<file path="src/rtl/ball_mover_if.sv">
// Control/position bundle between the game logic and the ball mover.
interface ball_mover_if;
  logic       tick;
  logic       serve_req;
  logic [9:0] plat_x;
  logic       brick_hit;
  logic       game_over;
  logic [9:0] ball_x;
  logic [9:0] ball_y;
  logic       dir_x;
  logic       dir_y;
  logic       miss_pulse;
  logic       serving;

  modport master (
    output tick, serve_req, plat_x, brick_hit, game_over,
    input  ball_x, ball_y, dir_x, dir_y, miss_pulse, serving
  );

  modport slave (
    input  tick, serve_req, plat_x, brick_hit, game_over,
    output ball_x, ball_y, dir_x, dir_y, miss_pulse, serving
  );
endinterface

</file>
<file path="src/rtl/ball_mover.sv">
// Ball position generator: serve parking, launch delay, per-tick motion with
// wall/ceiling/platform bounces, brick flips and a bottom-exit miss pulse.
module ball_mover #(
  parameter int SCREEN_W    = 160,
  parameter int SCREEN_H    = 120,
  parameter int PLAT_Y      = 110,
  parameter int PLAT_W      = 16,
  parameter int SERVE_Y     = 100,
  parameter int SERVE_DELAY = 60
) (
  input  logic         clk,
  input  logic         reset,
  ball_mover_if.slave  bus
);

  localparam int SERVE_X = SCREEN_W / 2;

  typedef enum logic [2:0] {
    S_SERVE, S_DELAY, S_MOVE, S_OUT, S_HALT
  } state_t;

  state_t     state, next_state;
  logic [9:0] x_q, y_q;
  logic       dx_q, dy_q;
  logic [9:0] cnt_q;
  logic       pend_q;

  logic [10:0] track_sum;
  logic [9:0]  track_x;
  logic        dy_eff;
  logic        plat_hit;
  logic [9:0]  nx, ny;
  logic        ndx, ndy;
  logic        hit_bottom;

  // Serve position follows the platform centre, clamped to the right edge.
  always_comb begin
    track_sum = {1'b0, bus.plat_x} + 11'(PLAT_W / 2);
    track_x   = (track_sum > 11'(SCREEN_W - 1)) ? 10'(SCREEN_W - 1) : track_sum[9:0];
  end

  always_comb begin
    dy_eff     = dy_q ^ (pend_q | bus.brick_hit);
    plat_hit   = ({1'b0, x_q} >= {1'b0, bus.plat_x}) &&
                 ({1'b0, x_q} <= ({1'b0, bus.plat_x} + 11'(PLAT_W - 1)));
    nx         = x_q;
    ndx        = dx_q;
    ny         = y_q;
    ndy        = dy_eff;
    hit_bottom = 1'b0;

    if (dx_q && (x_q == 10'(SCREEN_W - 1))) begin
      ndx = 1'b0;
    end else if (!dx_q && (x_q == 10'd0)) begin
      ndx = 1'b1;
    end else if (dx_q) begin
      nx = x_q + 10'd1;
    end else begin
      nx = x_q - 10'd1;
    end

    if (!dy_eff && (y_q == 10'd0)) begin
      ndy = 1'b1;
    end else if (dy_eff && (y_q == 10'(PLAT_Y - 1)) && plat_hit) begin
      ndy = 1'b0;
    end else if (dy_eff && (y_q == 10'(SCREEN_H - 1))) begin
      hit_bottom = 1'b1;
    end else if (dy_eff) begin
      ny = y_q + 10'd1;
    end else begin
      ny = y_q - 10'd1;
    end
  end

  always_ff @(posedge clk) begin
    if (reset) state <= S_SERVE;
    else       state <= next_state;
  end

  always_comb begin
    next_state = state;
    if (bus.game_over) begin
      next_state = S_HALT;
    end else begin
      case (state)
        S_SERVE: if (bus.serve_req) next_state = S_DELAY;
        S_DELAY: if (bus.tick && (cnt_q == 10'd1)) next_state = S_MOVE;
        S_MOVE:  if (bus.tick && hit_bottom) next_state = S_OUT;
        S_OUT:   next_state = S_SERVE;
        default: next_state = S_HALT;
      endcase
    end
  end

  always_comb begin
    bus.serving    = (state == S_SERVE) || (state == S_DELAY);
    bus.miss_pulse = (state == S_OUT);
    bus.ball_x     = x_q;
    bus.ball_y     = y_q;
    bus.dir_x      = dx_q;
    bus.dir_y      = dy_q;
  end

  // game_over freezes every register; HALT itself holds everything too.
  always_ff @(posedge clk) begin
    if (reset) begin
      x_q    <= 10'(SERVE_X);
      y_q    <= 10'(SERVE_Y);
      dx_q   <= 1'b1;
      dy_q   <= 1'b0;
      cnt_q  <= 10'd0;
      pend_q <= 1'b0;
    end else if (!bus.game_over) begin
      case (state)
        S_SERVE, S_DELAY, S_OUT: begin
          x_q    <= track_x;
          y_q    <= 10'(SERVE_Y);
          dx_q   <= 1'b1;
          dy_q   <= 1'b0;
          pend_q <= 1'b0;
          if (state == S_SERVE && bus.serve_req) cnt_q <= 10'(SERVE_DELAY);
          else if (state == S_DELAY && bus.tick)  cnt_q <= cnt_q - 10'd1;
        end
        S_MOVE: begin
          if (bus.tick) begin
            x_q    <= nx;
            y_q    <= ny;
            dx_q   <= ndx;
            dy_q   <= ndy;
            pend_q <= 1'b0;
          end else if (bus.brick_hit) begin
            pend_q <= 1'b1;
          end
        end
        default: ;
      endcase
    end
  end

endmodule

</file>
<file path="src/flat_wrapper.sv">
// flat-port wrapper written by rule: the top's interface ports become plain ports
module ball_mover_flat 
#(
  parameter int SCREEN_W    = 160,
  parameter int SCREEN_H    = 120,
  parameter int PLAT_Y      = 110,
  parameter int PLAT_W      = 16,
  parameter int SERVE_Y     = 100,
  parameter int SERVE_DELAY = 60
)
  (clk, reset, bus_tick, bus_serve_req, bus_plat_x, bus_brick_hit, bus_game_over, bus_ball_x, bus_ball_y, bus_dir_x, bus_dir_y, bus_miss_pulse, bus_serving);
  ball_mover_if bus_i ();
  input  logic clk;
  input  logic reset;
  input wire logic [$bits(bus_i.tick)-1:0] bus_tick;
  input wire logic [$bits(bus_i.serve_req)-1:0] bus_serve_req;
  input wire logic [$bits(bus_i.plat_x)-1:0] bus_plat_x;
  input wire logic [$bits(bus_i.brick_hit)-1:0] bus_brick_hit;
  input wire logic [$bits(bus_i.game_over)-1:0] bus_game_over;
  output wire logic [$bits(bus_i.ball_x)-1:0] bus_ball_x;
  output wire logic [$bits(bus_i.ball_y)-1:0] bus_ball_y;
  output wire logic [$bits(bus_i.dir_x)-1:0] bus_dir_x;
  output wire logic [$bits(bus_i.dir_y)-1:0] bus_dir_y;
  output wire logic [$bits(bus_i.miss_pulse)-1:0] bus_miss_pulse;
  output wire logic [$bits(bus_i.serving)-1:0] bus_serving;
  assign bus_i.tick = bus_tick;
  assign bus_i.serve_req = bus_serve_req;
  assign bus_i.plat_x = bus_plat_x;
  assign bus_i.brick_hit = bus_brick_hit;
  assign bus_i.game_over = bus_game_over;
  assign bus_ball_x = bus_i.ball_x;
  assign bus_ball_y = bus_i.ball_y;
  assign bus_dir_x = bus_i.dir_x;
  assign bus_dir_y = bus_i.dir_y;
  assign bus_miss_pulse = bus_i.miss_pulse;
  assign bus_serving = bus_i.serving;
  ball_mover #(.SCREEN_W(SCREEN_W), .SCREEN_H(SCREEN_H), .PLAT_Y(PLAT_Y), .PLAT_W(PLAT_W), .SERVE_Y(SERVE_Y), .SERVE_DELAY(SERVE_DELAY)) u_core (.clk(clk), .reset(reset), .bus(bus_i));
endmodule
</file>
<file path="config.mk">
export PLATFORM = sky130hd
export DESIGN_NAME = ball_mover_flat
export DESIGN_NICKNAME = d
export VERILOG_FILES = /design/src/rtl/ball_mover_if.sv /design/src/rtl/ball_mover.sv /design/src/flat_wrapper.sv
export SDC_FILE = /design/constraint.sdc
export NUM_CORES = 1
export LEC_CHECK = 0
export BUFFER_PORTS_ARGS = -buffer_cell sky130_fd_sc_hd__buf_2
export CORE_MARGIN = 3
export CORE_UTILIZATION = 45
export CTS_BUF_LIST = sky130_fd_sc_hd__clkbuf_4 sky130_fd_sc_hd__clkbuf_8 sky130_fd_sc_hd__clkbuf_16
export CTS_CLUSTER_SIZE = 14
export DETAILED_ROUTE_END_ITERATION = 10
export GPL_ROUTABILITY_DRIVEN = 0
export MAX_ROUTING_LAYER = met4
export PLACE_DENSITY = 0.67
export REMOVE_ABC_BUFFERS = 1
export SYNTH_ARGS = -nofsm -noshare
export SYNTH_HDL_FRONTEND = slang
export SYNTH_SLANG_ARGS = --single-unit
export TNS_END_PERCENT = 50
</file>
<file path="constraint.sdc">
create_clock -name clk -period 3.65 [get_ports clk]
set_clock_uncertainty 0.05 [all_clocks]
set_input_delay 1.095 -clock clk [delete_from_list [all_inputs] [get_ports clk]]
set_output_delay 1.095 -clock clk [all_outputs]
set_load 0.01 [all_outputs]
</file>
Yosys cells after proc, flatten, opt, wreduce, memory -nomap -nowiden
Index checks and enable logic that the tools add are counted.

$lt $le $gt $ge: 3. Add/subtract/negate cells: 7. Eq/ne operators: 21. Bitwise logic cells: 3. Multiplexer cells: 33. Reduce and logical (&&, ||, !) cells: 29.

Operators by type and width (number): 10-bit 2-to-1 mux (12); 10-bit case mux with 2 select lines (2); 10-bit by 1-bit subtractor with 10-bit output, second input constant (3); 10-bit by 4-bit adder with 11-bit output, second input constant (2); 10-bit by 1-bit adder with 10-bit output, second input constant (2); 10-bit by 7-bit equality test with 1-bit output, second input constant (2); 10-bit logical NOT (2); 3-bit AND reduction (5); 2-bit inequality test, second input constant (7); 3-bit 2-to-1 mux (4); 3-bit case mux with 4 select lines (1); 11-bit by 8-bit greater-than comparator with 1-bit output, second input constant (1); 10-bit by 11-bit less-or-equal comparator with 1-bit output (1); 1-bit logical AND (11); 1-bit 2-to-1 mux (11); 10-bit by 1-bit equality test with 1-bit output, second input constant (1); 10-bit by 8-bit equality test with 1-bit output, second input constant (1); 10-bit greater-or-equal comparator (1); 3-bit by 2-bit equality test with 1-bit output, second input constant (2); 3-bit by 2-bit inequality test with 1-bit output, second input constant (2); 3-bit inequality test, second input constant (2); 1-bit case mux with 2 select lines (3); 6-bit AND reduction (1); 5-bit AND reduction (1); other kinds (13) (16).

Flip-flop bits (word level): 36.

Logic depth before layout (Yosys ltp)
Word-level depth: 10. Gate-level depth with buffers: 14.

Worst setup path before layout
OpenSTA, ideal clock, no wires.

Kind: input port to flip-flop. Start point: in bus_plat_x[0]. End point: reg u_core.y_q[2], in the netlist u_core.bus.ball_y[2]. Stages on the path: 13. Path slack: -0.050 ns. Data arrival time: 3.536 ns. Buffers on the path: 0. Data required time: 3.486 ns. Path through: inv_1 > ha_1 > nor3b_2 > nor2_1 > xnor2_1 > ha_1 > o21ai_0 > o21ai_1 > a2111o_1 > a221oi_2 > o21ai_2 > a21o_1 > a21o_1.

Cells in the longest elaborated chain, start to end: 6. Elaborated cells on any way between the ends: 7. Those cells by class: add/sub: 1; order compare: 2; eq/ne: 1; reduce/logical: 3.

Ends and longest elaborated chain: start, declared (RTL line flat_wrapper.sv:17) `input wire logic [$bits(bus_i.plat_x)-1:0] bus_plat_x;`; 10-bit by 4-bit adder with 11-bit output (RTL line ball_mover.sv:45) `({1'b0, x_q} <= ({1'b0, bus.plat_x} + 11'(PLAT_W - 1)));`; 10-bit by 11-bit less-or-equal comparator with 1-bit output (RTL line ball_mover.sv:45); 1-bit logical AND * (RTL line ball_mover.sv:44) `plat_hit = ({1'b0, x_q} >= {1'b0, bus.plat_x}) &&`; 1-bit logical AND * (RTL line ball_mover.sv:64) `end else if (dy_eff && (y_q == 10'(PLAT_Y - 1)) && plat_hit) begin`; 2-bit inequality test (no source line) *; 6-bit AND reduction (no source line) *; end signal, assigned (RTL line ball_mover.sv:108) `y_q <= 10'(SERVE_Y);`; end signal, assigned (RTL line ball_mover.sv:117) `y_q <= 10'(SERVE_Y);`; end signal, assigned (RTL line ball_mover.sv:127) `y_q <= ny;`; end, declared (RTL line ball_mover.sv:23) `logic [9:0] x_q, y_q;`.

Mark *: on every way between the ends. The rest lies on a longest branch, timed or not. A chain may end at the register's enable or synchronous reset.

Worst setup path in the final report
Start point: in bus_plat_x[1]. End point: reg u_core.y_q[2], in the netlist u_core.bus.ball_y[2].

The elaborated chain is that of the path after synthesis.

==> impl_metrics.ini <==
[drt]
vias = 3182
drt-total-wl_mm = 8.493
vias_per_cell = 5.672
wl_per_cell_um = 15.14
drc = 0
drt-initial-drc-count = 200
ant_nets = 0
firstDrtPassIters = 5

[power]
vdd_drop_max_uv = 194.5
finalPower_mw = 1.236
powerDensity_nw_per_um2 = 316.9
p_leak_nw = 1.676

[clock_network]
cts_tree = built
clock_sinks = 36
clkTransAtPathRegs_ns = 0.08
clk_latency_ns = 0.29
cts-root-buf = clkbuf_8
post_cts.repair.setup_buffers = 0
h-tree-depth = 2
cts_max_path_buffers = 2
cts_buffers = 5

[sta]
finalSetupTns_ns = 0
final.min_clock_period_ns = 3.537
finalSetupViolCount = 0
worst_pin_slew_ns = 0.8004
timing.fmax_ghz = 0.2828
drv_slew = 0
hold_violations = 0
layout_worst_path_cycle_share_pct = 96.89
worst_slack_ns = 0.1134
slew_headroom_pct = 45.26
whs_ns = 0.4681

[yosys]
netlist_instances = 398
ys_warn_count = 0
seq_area_frac_synth_pct = 22.50
ys_types = 58
synth.avg_cell_area_um2 = 8.048
async_flop_share_pct = 0
synth_top_flop_cell = dfxtp_1
synth_seq_cells = 36
synth_edf_count = 0
syn-cell-area_um2 = 3203

[finish]
synthToLayoutAreaGrowth_pct = 21.72
diodes = 0
fin_util_pct = 57.07
nets = 524
drive_gt1_share_pct = 20.22

[worst_setup_path]
worst-endpoint-required_ns = 3.80
critPathMaxFanout = 5
worstSetupEndpointType = flip-flop
path_class = input pin to flip-flop
crit_arrival_ns = 3.68
worstSetupStartpointType = input pin

[die]
rows = 30
ioPinCount = 40
dieHeight_um = 90.37
core_region_area_um2 = 6832
initial_utilization_pct = 46.89
die_area_um2 = 8166
die_w_um = 90.37

[run_status]
run_status = completed

[placed_design]
hpwlAfterDp_mm = 6.661
io_buffer_count = 39
dp_slack_ns = -0.2747

[job]
max_cap_viol_count = 0

[global_route]
grt_pass1_vias = 3015
antenna_found_initial = 0
grt_pass1_wl_mm = 14.09
gr-usage-all-layers_pct = 21.25
grt_start_max_net_pins = 32
gr-total-overflow = 0

[min_path]
hold_path.class = flip-flop to flip-flop
==> layout by cell type, fill, tap and decap left out, drive strengths merged, types with 4 or more instances in the layout <==
cell type | Yosys | final
clkbuf | 4 | 5
a211oi | 6 | 6
xor2 | 8 | 8
nand3 | 9 | 9
inv | 19 | 19
xnor2 | 26 | 26
dfxtp | 36 | 36
buf | 4 | 67
ha | 42 | 42
o211ai | 4 | 4
nor2 | 42 | 42
o21ai | 21 | 21
nand4 | 8 | 8
o21a | 10 | 10
a21oi | 33 | 33
or3 | 7 | 7
nor3 | 15 | 15
nand2 | 31 | 31
a2111oi | 6 | 6
nor4 | 7 | 7
o21bai | 4 | 4
a221oi | 4 | 4
a21o | 8 | 8
==> area by class of cell <==
cell class	count	area, um^2
fill	684	2933
multi-input combinational	335	2410
sequential	36	720.7
timing repair buffer	67	417.9
tap	96	120.1
clock inverter	3	90.09
inverter	19	71.32
clock buffer	5	68.82
==> cell families after synthesis <==
logic type / synth area share, %
xor+xnor: 9.297
simple gates: 22.11
compound gates: 24.49
buf+inv: 3.320
fa+ha+maj: 17.66
mux: 0.6250
flops: 22.50
==> stage by stage <==
step | area (um^2) | instances
after floorplan | 3168 | 390
after global placement | 3706 | 553
after detailed placement | 3706 | 553
after CTS | 3865 | 561
after global routing | 3899 | 561
final | 3899 | 561
==> critical path: stages <==
cell	delay, ns
buf_2	0.11
inv_2	0.06
ha_2	0.18
nor3b_4	0.25
xnor2_1	0.12
ha_1	0.33
a211oi_2	0.23
o21ai_1	0.09
a2111o_1	0.37
a221oi_2	0.25
buf_4	0.19
o21ai_4	0.07
a21o_1	0.17
a21o_1	0.17
==> power breakdown <==
group | switching, mW | internal (mW)
Combinational | 0.161 | 0.136
Sequential | 0.0304 | 0.412
Clock | 0.154 | 0.342
Total | 0.346 | 0.890
==> state kept, by name, indices dropped and copies added (netlist names) <==
name               flops
u_core.bus.ball_x     10
u_core.pend_q          1
u_core.state           3
u_core.bus.dir_x       1
u_core.bus.ball_y     10
u_core.cnt_q          10
u_core.bus.dir_y       1
==> worst paths after layout <==
kind,start,endpoint,slack (ns),depth (start not counted)
worst max-delay path,bus_plat_x[1],u_core.bus.ball_y[2]$_SDFFE_PP1P_,0.11,14
worst min-delay path,u_core.cnt_q[6]$_SDFFE_PP0P_,u_core.cnt_q[6]$_SDFFE_PP0P_,0.47,2
worst max register to register,u_core.bus.dir_y$_SDFFE_PP0P_,u_core.bus.ball_y[9]$_SDFFE_PP0P_,0.79,11
worst min register to register,u_core.cnt_q[6]$_SDFFE_PP0P_,u_core.cnt_q[6]$_SDFFE_PP0P_,0.47,2
==> cell usage after synthesis, types with 3 or more instances <==
master     number  share of area, %
a2111oi_0       6               1.6
a211oi_1        5               1.2
a21o_1          8               1.9
a21oi_1        33               5.2
a221oi_1        3              0.82
buf_2           4              0.63
clkbuf_1        4              0.47
dfxtp_1        36                22
ha_1           42                16
inv_1          19               2.2
nand2_1        30               3.5
nand2b_1        3              0.59
nand3_1         9               1.4
nand3b_1        3              0.70
nand4_1         8               1.6
nor2_1         42               4.9
nor3_1         14               2.2
nor4_1          6               1.2
o211ai_1        4              0.94
o21a_1         10               2.3
o21ai_0        18               2.8
o21bai_1        4              0.94
o221ai_1        3              0.82
or3_1           6               1.2
or4_1           3              0.70
xnor2_1        26               7.1
xor2_1          8               2.2
==> metal layers <==
metal	global-route usage [%]	vias up	wire length, um
met2	34.66	89	3951
li1	-	1605	-
met4	4.337	0	42
met5	-	-	0
met1	28.30	1483	4113
met3	2.917	5	386
==> repair_timing <==
| item | in CTS | in global routing |
|---|---|---|
| resized for setup | 0 | 9 |
| setup endpoints to repair | 0 | 10 |
| hold buffers | 0 | 0 |
Power figures use the tool's default switching activity.
